--- src/rtl/nibble_serial_adder.sv ---
// nibble_serial_adder
//   Multi-cycle adder responder. Accepts one WIDTH-bit add request over a
//   valid/ready handshake, sums it one 4-bit slice per clock through a
//   carry-lookahead nibble adder (LSB nibble first), then presents {cout, s}
//   over a second valid/ready handshake and counts completed results.
//
// Ports
//   CLK         clock, all state changes on the rising edge
//   reset       asynchronous active-low reset
//   in_valid    request valid           in_ready   block idle, can accept
//   a, b, cin   operands / carry in
//   out_valid   result valid            out_ready  consumer takes result
//   s, cout     sum and carry out (qualify with out_valid)
//   done_count  completed output handshakes, wraps
//
// state | meaning
// IDLE  | waiting for a request; in_ready high
// RUN   | one nibble summed per clock, NIB clocks total
// DONE  | result held with out_valid high until out_ready
module nibble_serial_adder #(
  parameter int WIDTH = 16,
  parameter int CNT_W = 8
) (
  input  logic             CLK,
  input  logic             reset,
  input  logic             in_valid,
  output logic             in_ready,
  input  logic [WIDTH-1:0] a,
  input  logic [WIDTH-1:0] b,
  input  logic             cin,
  output logic             out_valid,
  input  logic             out_ready,
  output logic [WIDTH-1:0] s,
  output logic             cout,
  output logic [CNT_W-1:0] done_count
);

  localparam int NIB   = WIDTH / 4;
  localparam int IDX_W = (NIB > 1) ? $clog2(NIB) : 1;
  localparam logic [IDX_W-1:0] IDX_LAST = IDX_W'(NIB - 1);

  typedef enum logic [1:0] {IDLE, RUN, DONE} state_t;

  state_t           state_q, state_d;
  logic [WIDTH-1:0] a_q, a_d, b_q, b_d, s_q, s_d;
  logic             carry_q, carry_d, cout_q, cout_d;
  logic             out_valid_q, out_valid_d;
  logic [IDX_W-1:0] idx_q, idx_d;
  logic [CNT_W-1:0] done_count_q, done_count_d;

  logic [3:0] a_nib, b_nib, g, p, c_vec, sum4;
  logic       c4;

  // Select the active nibble of each captured operand.
  always_comb begin
    a_nib = '0;
    b_nib = '0;
    for (int n = 0; n < NIB; n++) begin
      if (idx_q == IDX_W'(n)) begin
        a_nib = a_q[n*4 +: 4];
        b_nib = b_q[n*4 +: 4];
      end
    end
  end

  // 4-bit carry-lookahead: every carry is formed directly from g/p and carry_q.
  always_comb begin
    g        = a_nib & b_nib;
    p        = a_nib ^ b_nib;
    c_vec[0] = carry_q;
    c_vec[1] = g[0] | (p[0] & carry_q);
    c_vec[2] = g[1] | (p[1] & g[0]) | (p[1] & p[0] & carry_q);
    c_vec[3] = g[2] | (p[2] & g[1]) | (p[2] & p[1] & g[0])
             | (p[2] & p[1] & p[0] & carry_q);
    c4       = g[3] | (p[3] & g[2]) | (p[3] & p[2] & g[1])
             | (p[3] & p[2] & p[1] & g[0]) | (p[3] & p[2] & p[1] & p[0] & carry_q);
    sum4     = p ^ c_vec;
  end

  always_comb begin
    state_d      = state_q;
    a_d          = a_q;
    b_d          = b_q;
    s_d          = s_q;
    carry_d      = carry_q;
    cout_d       = cout_q;
    out_valid_d  = out_valid_q;
    idx_d        = idx_q;
    done_count_d = done_count_q;
    case (state_q)
      IDLE: begin
        if (in_valid) begin
          a_d     = a;
          b_d     = b;
          carry_d = cin;
          s_d     = '0;
          cout_d  = 1'b0;
          idx_d   = '0;
          state_d = RUN;
        end
      end
      RUN: begin
        for (int n = 0; n < NIB; n++) begin
          if (idx_q == IDX_W'(n)) s_d[n*4 +: 4] = sum4;
        end
        carry_d = c4;
        idx_d   = idx_q + 1'b1;
        if (idx_q == IDX_LAST) begin
          cout_d      = c4;
          out_valid_d = 1'b1;
          state_d     = DONE;
        end
      end
      DONE: begin
        if (out_ready) begin
          out_valid_d  = 1'b0;
          done_count_d = done_count_q + 1'b1;
          state_d      = IDLE;
        end
      end
      default: state_d = IDLE;
    endcase
  end

  always_ff @(posedge CLK or negedge reset) begin
    if (!reset) begin
      state_q      <= IDLE;
      a_q          <= '0;
      b_q          <= '0;
      s_q          <= '0;
      carry_q      <= 1'b0;
      cout_q       <= 1'b0;
      out_valid_q  <= 1'b0;
      idx_q        <= '0;
      done_count_q <= '0;
    end else begin
      state_q      <= state_d;
      a_q          <= a_d;
      b_q          <= b_d;
      s_q          <= s_d;
      carry_q      <= carry_d;
      cout_q       <= cout_d;
      out_valid_q  <= out_valid_d;
      idx_q        <= idx_d;
      done_count_q <= done_count_d;
    end
  end

  assign in_ready   = (state_q == IDLE);
  assign out_valid  = out_valid_q;
  assign s          = s_q;
  assign cout       = cout_q;
  assign done_count = done_count_q;

endmodule

--- config.mk ---
export PLATFORM = sky130hd
export DESIGN_NAME = nibble_serial_adder
export DESIGN_NICKNAME = d
export VERILOG_FILES = /design/src/rtl/nibble_serial_adder.sv
export SDC_FILE = /design/constraint.sdc
export NUM_CORES = 1
export LEC_CHECK = 0
export BUFFER_PORTS_ARGS = -buffer_cell sky130_fd_sc_hd__buf_2
export CAP_MARGIN = 20
export CORE_ASPECT_RATIO = 1.75
export CORE_MARGIN = 5
export CORE_UTILIZATION = 55
export CTS_BUF_LIST = sky130_fd_sc_hd__clkbuf_8
export CTS_CLUSTER_DIAMETER = 40
export DETAILED_ROUTE_END_ITERATION = 16
export PLACE_DENSITY = 0.8
export SLEW_MARGIN = 10
export SYNTH_ARGS = -nofsm -noshare
export SYNTH_HDL_FRONTEND = slang
export SYNTH_SLANG_ARGS = --single-unit
export TNS_END_PERCENT = 30
--- constraint.sdc ---
create_clock -name CLK -period 7.09 [get_ports CLK]
set_input_delay 0.3545 -clock CLK [delete_from_list [all_inputs] [get_ports CLK]]
set_output_delay 0.3545 -clock CLK [all_outputs]
set_load 0.02 [all_outputs]
# ---- Word level (Yosys, flattened, before mapping)
# Index checks and enable logic that the tools add are counted.
dict set report word_totals {
  regBits 63
  inputBits 37
  out_inout_bits 27
  word_cells 95
}
dict set report op_classes {
  n_addsub 2
  eq_ne 11
  muxes 28
  bitwise 29
  reduce_logical 13
}
# cell n
set op_table {}
lappend op_table {{two-way mux 4 bit} 12}
lappend op_table {{case mux 16 bit (2 select lines)} 1}
lappend op_table {{AND reduction 3 bit} 6}
lappend op_table {{AND 1 bit} 16}
lappend op_table {{two-way mux 16 bit} 1}
lappend op_table {{!= test 2 bit (second input constant)} 6}
lappend op_table {{bitwise OR 1 bit} 10}
lappend op_table {{adder 8 x 1 -> 8 bit (second input constant)} 1}
lappend op_table {{two-way mux 2 bit} 4}
lappend op_table {{bitwise XOR 4 bit} 2}
lappend op_table {{equality test 2 bit (second input constant)} 3}
lappend op_table {{case mux 1 bit (2 select lines)} 3}
lappend op_table {{case mux 2 bit (3 select lines)} 1}
lappend op_table {{AND reduction 2 bit} 3}
lappend op_table {{two-way mux 1 bit} 5}
lappend op_table {{AND 4 bit} 1}
lappend op_table {{equality test 2 x 1 -> 1 bit (second input constant)} 2}
lappend op_table {{logical NOT 2 bit} 2}
lappend op_table {{case mux 2 bit (2 select lines)} 1}
lappend op_table {{nonzero test 2 bit} 2}
lappend op_table {{adder 2 x 1 -> 2 bit (second input constant)} 1}

# ---- Longest topological paths before layout
# Gate-level depths: netlist (run 1).
dict set report logic_depth {
  word_depth 13
  mapped_depth 12
  ltp_nobuf 11
}

# ---- Worst setup path before layout (run 1)
# No wires, ideal clock.
dict set report synth_path {
  path_type {reg-to-reg}
  start {register idx_q[0]}
  end {register s_q[11] (netlist: s[11])}
  setup_ns 0.122
  arrival_time_ns 2.406
  required_ns 6.968
  setup_slack_ns 4.563
  stages_incl_launch_ff 13
  path_buffers 2
  synth_period_minus_slack_ns 2.527
  path_cell_list {dfrtp_1 inv_1 ha_1 buf_2 buf_1 a21oi_1 a21oi_1 o21ai_0 ha_1 a41oi_1 o21ai_1 xor2_1 a32o_1}
}
dict set report synth_between {
  elab_chain_cells 13
  elab_cells_between_ends 27
  cone_classes {eq/ne: 4; mux: 10; bitwise: 11; reduce/logical: 2}
}
# element line_no
set synth_lines {}
lappend synth_lines {{from (decl)} 48} ;# logic [IDX_W-1:0] idx_q, idx_d;
lappend synth_lines {{from (signal assigned)} 144} ;# idx_q <= idx_d;
lappend synth_lines {{logical NOT 2 bit} 59} ;# if (idx_q == IDX_W'(n)) begin
lappend synth_lines {{two-way mux 4 bit (4 in a row)} 59}
lappend synth_lines {{bitwise XOR 4 bit or AND 4 bit (tied branches)} {69, 68}}
lappend synth_lines {{AND 1 bit, on equally long branches} {73, 74}}
lappend synth_lines {{bitwise OR 1 bit, or another cell as far along} 73} ;# c_vec[3] = g[2] | (p[2] & g[1]) | (p[2] & p[1] & g[0])
lappend synth_lines {{bitwise OR 1 bit or AND 1 bit (tied branches)} {73, 74}}
lappend synth_lines {{bitwise OR 1 bit} 74} ;# | (p[2] & p[1] & p[0] & carry_q);
lappend synth_lines {{bitwise XOR 4 bit} 77} ;# sum4 = p ^ c_vec;
lappend synth_lines {{two-way mux 4 bit} 104} ;# if (idx_q == IDX_W'(n)) s_d[n*4 +: 4] = sum4;
lappend synth_lines {{case mux 16 bit (2 select lines)} 90} ;# case (state_q)
lappend synth_lines {{to (signal assigned)} 130} ;# s_q <= '0;
lappend synth_lines {{to (signal assigned)} 140} ;# s_q <= s_d;
lappend synth_lines {{to (decl)} 45} ;# logic [WIDTH-1:0] a_q, a_d, b_q, b_d, s_q, s_d;
# Parallel ways exist; a longest one is shown, timed or not. The select of a mux whose other input is x is not followed.
# A chain may end at the register's enable or synchronous reset.

# ---- Worst setup path in the final report (run 1)
dict set report layout_path {
  start {register idx_q[1]}
  end {register s_q[11] (netlist: s[11])}
}
# Same word-level chain as after synthesis.

==> impl_metrics.yaml, run 1 <==
setup_path:
  cp_cell_sequence: "inv_1 > ha_1 > nor2b_1 > a221oi_1 > nor3_1 > a21o_1 > ha_1 > a41oi_1 > o21ai_1 > xor2_1 > a32o_1"
  worstSetupEndpointType: "flop"
  cp_max_fo: 16
  path_class: "reg2reg"
  cp_common_cell: "ha_1"
  cpLargestDelayFamily: "compound AO/OA/AOI/OAI gates"
  ff2ff_path_depth: 11
  critPathMaxStageDelay_ns: 0.47
  critPathRequiredTime_ns: 7.32
  start_kind: "flop"
  path_buf_inv: 1
  crit_slowest_cell: "ha_1"
  critical_path_cell_count: 11
  critPathArrivalTime_ns: 3.14
run_status:
  status: "completed"
yosys:
  synth_compound_area_share_pct: 11.4
  yosysTopAreaCellShare_pct: 51.9
  netlist_instances: 325
  synthFlopType: "dfrtp_1"
  ys_warn_count: 0
  synth_edf_count: 0
  synth_adder_area_share_pct: 4.77
  synth_nets: 373
  ys_ff_latch: 63
  yosysTopAreaCell: "dfrtp_1"
  ys_seq_area_share_pct: 51.9
  syn-cell-area_sq_mm: 0.00304
  synthSimpleGateAreaFrac_pct: 23.3
  async_flop_share_pct: 100
  synth.distinct_cells: 40
  synth-xor-area-share_pct: 2.88
  synth_area_leaders: "dfrtp_1 (52%), nand2_1 (15%), ha_1 (4.1%)"
  muxShareOfSynthArea_pct: 2.14
  synth_top_family_by_area: "simple AND/OR/NAND/NOR gates"
  syn_avg_cell_area_sq_um: 9.36
global_route:
  first_global_vias: 2415
  grt_usage_pct: 20.2
  grt_pass1_wl_mm: 10.9
  antenna_found_initial: 0
  grt_max_degree: 64
  overflow: 0
placed_design:
  io_buffer_count: 63
  dpl.hpwl_mm: 4.83
  gp_congestion: 0.864
final_layout:
  final_nets: 434
  fin_util_pct: 66.4
  insertedDiodeCount: 0
  drive_gt1_share_pct: 21.7
  syn_to_final_growth_pct: 16.7
sta:
  setup_viol: 0
  relSlewSlack_pct: 47.1
  fin_setup_tns_ns: 0
  worst_pin_slew_ns: 0.793
  grt_setup_unrepaired: "no"
  max_freq_ghz: 0.343
  finalCritPeriodShare_pct: 41.1
  clock_skew_ns: 0.00754
  slew_violations: 0
  final_hold_viol_count: 0
  min_period_ns: 2.92
clocking:
  cts.hold.buffers_added: 0
  cts_max_path_buffers: 2
  htree_num_levels: 3
  cts.clk_slew.worst_paths_ns: 0.07
  cts.sinks: 63
  cts_resized: 0
  clk_latency_ns: 0.34
  postCtsSetupBuffers: 0
  clockRootBuffer: "clkbuf_8"
  cts_inserted_buffers: 9
  cts_tree: "built"
power:
  switchingPower_mw: 0.755
  p_int_mw: 0.959
  combPwrFrac_pct: 48.9
  p_per_area_mw_per_mm2: 483
  pwr-share-clk_pct: 14.7
  peakVddDrop_v: 0.000229
  power.share.sequential_pct: 36.4
  power_switching_share_pct: 44.0
  power_leakage_nw: 1.91
  total_power_mw: 1.71
die:
  chipHeight_um: 108
  io_pins: 64
  placementRows: 35
  core_region_area_sq_mm: 0.00534
  start_util_pct: 56.9
  die_area_sq_mm: 0.00717
  die_w_um: 66.2
routing:
  dr.pass1.iters: 4
  viasPerCell: 5.25
  drc: 0
  vias: 2439
  final_antenna_net_count: 0
  wire_per_inst_um: 14.2
  drt_wl_total_mm: 6.62
  dr.first_iter.drc_count: 118
run:
  maxCapViolations: 0
worst_hold_path:
  min_path_type: "in2async"
worst reg2reg max path, stage by stage (launching register included):
cell,delay [ns]
dfrtp_1,0.40
inv_1,0.11
ha_1,0.47
nor2b_1,0.09
a221oi_1,0.28
nor3_1,0.10
a21o_1,0.22
ha_1,0.32
a41oi_1,0.21
o21ai_1,0.12
xor2_1,0.19
a32o_1,0.28
final timing paths:
kind	startpoint	end	slack, ns
setup / recovery	idx_q[1]$_DFFE_PN0P_	s[11]$_DFFE_PN0P_	4.17
hold / removal	reset	done_count[3]$_DFFE_PN0P_	0.18
setup reg to reg	idx_q[1]$_DFFE_PN0P_	s[11]$_DFFE_PN0P_	4.17
hold reg to reg	done_count[7]$_DFFE_PN0P_	done_count[7]$_DFFE_PN0P_	0.47
max in group asynchronous	reset	b_q[4]$_DFFE_PN0P_	6.40
min in group CLK	a[15]	a_q[15]$_DFFE_PN0P_	0.20
area by class of cell:
cell class                      count  area (sq um)
Multi-Input combinational cell    239          1350
Sequential cell                    63          1580
Tap cell                           74          92.6
Timing Repair Buffer               66           345
Clock buffer                        9           124
Inverter                            7          26.3
Clock inverter                      7          32.5
Fill cell                         481          1790
sequential cells by signal, indices dropped and copies added, names as in the netlist:
| signal | cells |
|---|---|
| a_q | 16 |
| b_q | 16 |
| s | 16 |
| done_count | 8 |
| idx_q | 2 |
| state_q | 2 |
| carry_q | 1 |
| cout | 1 |
| out_valid | 1 |
per-stage QoR:
step / worst slack, ns / hold slack, ns / cells / area (sq um)
after detailed placement: 4.23 / 0.458 / 448 / 3380
after global placement: 4.35 / 0.456 / 448 / 3380
after CTS: 4.20 / 0.187 / 464 / 3530
final: 4.17 / 0.176 / 465 / 3550
after floorplan: 4.56 / 0.0589 / 325 / 3040
after global routing: 3.88 / 0.192 / 465 / 3550
kinds of logic after synthesis:
| kind of cell | count (synthesis) |
|---|---|
| XOR/XNOR | 10 |
| buffers and inverters | 23 |
| adder cells (fa/ha/maj) | 11 |
| AO/OA/AOI/OAI | 51 |
| multiplexers | 6 |
| flip-flops | 63 |
| AND/OR/NAND/NOR | 161 |
cell usage in the layout, fill, tap and decap left out, types with 2 or more instances in the layout:
cell and n:
nand3b_1 5, mux2_1 4, clkbuf_8 9, a21oi_1 13, dfrtp_1 63, clkinv_2 5, a22oi_1 2, nor2_2 2
nand4_1 2, a221oi_1 4, a21o_1 6, xor2_1 3, nand2_1 125, o21ai_1 2, a22o_1 4, inv_1 9
nand2b_1 4, nor2b_1 8, mux2i_1 2, a32o_1 3, buf_2 63, xnor2_1 7, o21ai_0 8, nor2_1 5
buf_4 2, o31ai_1 4, nand3_1 4, ha_1 10, nor3_1 2
power by group through the flow:
stage	registers (mW)	logic, mW	clock network (mW)
after floorplan	0.638	0.609	0
after global placement	0.624	0.809	0
after detailed placement	0.630	0.834	0
after CTS	0.624	0.841	0.259
after global routing	0.642	0.942	0.275
final	0.624	0.838	0.253
cells in the mapped netlist, types with 6 or more instances:
| cell | instances |
|---|---|
| o21ai_0 | 8 |
| ha_1 | 10 |
| clkbuf_1 | 6 |
| nand2_1 | 125 |
| dfrtp_1 | 63 |
| nor2b_1 | 8 |
| xnor2_1 | 7 |
| inv_1 | 7 |
| a21o_1 | 6 |
| a21oi_1 | 13 |
routing by layer:
layer	GRT usage [%]	vias up	share of wire, %
li1	-	1194	-
met1	21.6	1159	39
met2	35.1	65	52
met3	5.30	21	4.8
met4	11.6	0	4.1
met5	0	-	0
No activity file was read; power rests on OpenSTA's default activity.
==> inputs of run 2 (changes only) <==
ABC_AREA = 1   (was default)
clock period = 2.9 ns   (was 7.09 ns; I/O delays follow)
==> impl_metrics.yaml, run 2 <==
placed_design:
  gp_congestion: 0.966
  dpl.hpwl_mm: 5.12
  numPlacedInstances: 490
  io_buffer_count: 63
  dp_slack_ns: 0.298
final_layout:
  insertedDiodeCount: 0
  layout.cells.most_common_list: "nand2_1 (168), dfrtp_1 (63), buf_2 (63)"
  final_nets: 495
  fin_util_pct: 71.2
  drive_gt1_share_pct: 21.9
  fillers: 428
  syn_to_final_growth_pct: 25.4
  final_common_cell: "nand2_1"
  stdcell_count: 526
sta:
  clock_skew_ns: 0.00870
  final_hold_viol_count: 1
  grt_setup_unrepaired: "no"
  finalCritPeriodShare_pct: 91.5
  worst_pin_slew_ns: 0.733
  fin_setup_tns_ns: 0
  hold_ws_ns: -0.00400
  min_period_ns: 2.65
  max_freq_ghz: 0.377
  slew_violations: 0
  postLayoutSetupSlackWorst_ns: 0.246
  setup_viol: 0
  relSlewSlack_pct: 51.1
clocking:
  clockRootBuffer: "clkbuf_8"
  cts_resized: 0
  cts.sinks: 63
  cts.clk_slew.worst_paths_ns: 0.07
  cts_tree: "built"
  cts_max_path_buffers: 2
  htree_num_levels: 3
  cts_inserted_buffers: 9
  clk_latency_ns: 0.35
yosys:
  synth_area_leaders: "dfrtp_1 (52%), nand2_1 (21%), ha_1 (4.2%)"
  async_flop_share_pct: 100
  yosysTopAreaCellShare_pct: 52.4
  ys_warn_count: 0
  yosysTopAreaCell: "dfrtp_1"
  synthFlopType: "dfrtp_1"
  synthTopCellsByCount: "nand2_1 (168), dfrtp_1 (63), inv_1 (19), o21ai_0 (19), nand3_1 (12)"
  yosysMostFrequentCell: "nand2_1"
  netlist_instances: 363
  syn-cell-area_sq_mm: 0.00301
  syn_avg_cell_area_sq_um: 8.29
  synth.distinct_cells: 27
  ys_seq_area_share_pct: 52.4
  synth_edf_count: 0
  synth_nets: 411
  ys_ff_latch: 63
power:
  power_leakage_nw: 2.08
  p_per_area_mw_per_mm2: 1170
  peakVddDrop_v: 0.000901
die:
  chipHeight_um: 108
  placementRows: 35
  io_pins: 64
  die_area_sq_mm: 0.00711
  start_util_pct: 56.8
  core_region_area_sq_mm: 0.00530
  die_w_um: 65.9
setup_path:
  cp_max_fo: 15
  reg2reg_slack_ns: 0.25
  path_buf_inv: 2
  crit_slowest_cell: "dfrtp_1"
  cp_cell_sequence: "inv_1 > ha_1 > inv_1 > nand2_1 > a31oi_1 > o21ai_0 > ha_1 > or2_2 > nand2_1 > nand3_1 > nand4_1 > nand2_1"
  path_class: "reg2reg"
  cp_common_cell: "nand2_1"
  worstSetupEndpointType: "flop"
  cpLargestDelayFamily: "simple AND/OR/NAND/NOR gates"
  critPathRequiredTime_ns: 3.14
  critPathArrivalTime_ns: 2.89
  start_kind: "flop"
  critPathMaxStageDelay_ns: 0.39
run:
  maxCapViolations: 0
global_route:
  grt_pass1_wl_mm: 11.4
  first_global_vias: 2586
  grt_usage_pct: 21.2
  antenna_found_initial: 0
  grt_max_degree: 35
  overflow: 0
routing:
  drc: 0
  dr.pass1.iters: 5
  wire_per_inst_um: 13.2
  vias: 2702
  viasPerCell: 5.14
  drt_wl_total_mm: 6.95
  final_antenna_net_count: 0
  dr.first_iter.drc_count: 138
run_status:
  violations: "hold timing"
  status: "finished, violations left"
worst_hold_path:
  min_path_type: "in2reg"
## run 2: through the flow
stage	instance area [sq um]	power, mW
CTS	3770	4.43
floorplan	3010	3.07
finish	3770	4.43
global placement	3360	3.54
detailed placement	3360	3.62
global route	3770	4.80
## run 2: tightest hold or removal path, stage by stage
cell and delay (ns):
buf_2 0.07, nand2_1 0.05, nand2_1 0.05
## run 2: final timing paths
| path | start | endpoint | cells after the start |
|---|---|---|---|
| min in group asynchronous | reset | done_count[2]$_DFFE_PN0P_ | 2 |
| max in group asynchronous | reset | s[4]$_DFFE_PN0P_ | 3 |
| worst min-delay path | a[1] | a_q[1]$_DFFE_PN0P_ | 3 |
| worst max-delay path | idx_q[0]$_DFFE_PN0P_ | s[11]$_DFFE_PN0P_ | 12 |
| worst min register to register | s[5]$_DFFE_PN0P_ | s[5]$_DFFE_PN0P_ | 2 |
| worst max register to register | idx_q[0]$_DFFE_PN0P_ | s[11]$_DFFE_PN0P_ | 12 |
## run 2: cells by family (layout without fill, tap and decap cells)
family,count (synthesis),count (layout),share of synthesized area (%)
buffers and inverters,37,126,5.36
AO/OA/AOI/OAI,42,42,7.78
AND/OR/NAND/NOR,203,203,27.5
adder cells (fa/ha/maj),11,11,4.82
multiplexers,1,1,0.374
XOR/XNOR,6,6,1.75
flip-flops,63,63,52.4
## run 2: layer usage
metal,routed length [um],part of all wire [%],GRT usage [%],vias up
met2,3640,52,35.5,83
met3,300,4.3,3.55,33
li1,-,-,-,1324
met5,0,0,0,-
met4,448,6.4,16.9,0
met1,2560,37,22.8,1262
## run 2: area by class of cell
class / count / area (sq um) / area share (%)
sequential: 63 / 1580 / 41.8
multi-input combinational: 263 / 1270 / 33.7
timing repair buffer: 85 / 531 / 14.1
clock buffer: 12 / 165 / 4.38
inverter: 25 / 93.8 / 2.49
tap: 74 / 92.6 / 2.45
clock inverter: 4 / 43.8 / 1.16
## run 2: where the power goes
| group | switching (mW) | total (mW) | internal, mW |
|---|---|---|---|
| combinational | 1.41 | 2.16 | 0.744 |
| sequential | 0.240 | 1.48 | 1.24 |
| clock | 0.324 | 0.785 | 0.461 |
## run 2: repair_timing
action / 4_1_cts / 5_1_grt
endpoints found under the hold margin: 52 / 0
hold buffers: 20 / 0
setup endpoints to repair: 0 / 0
buffers inserted: 0 / 0
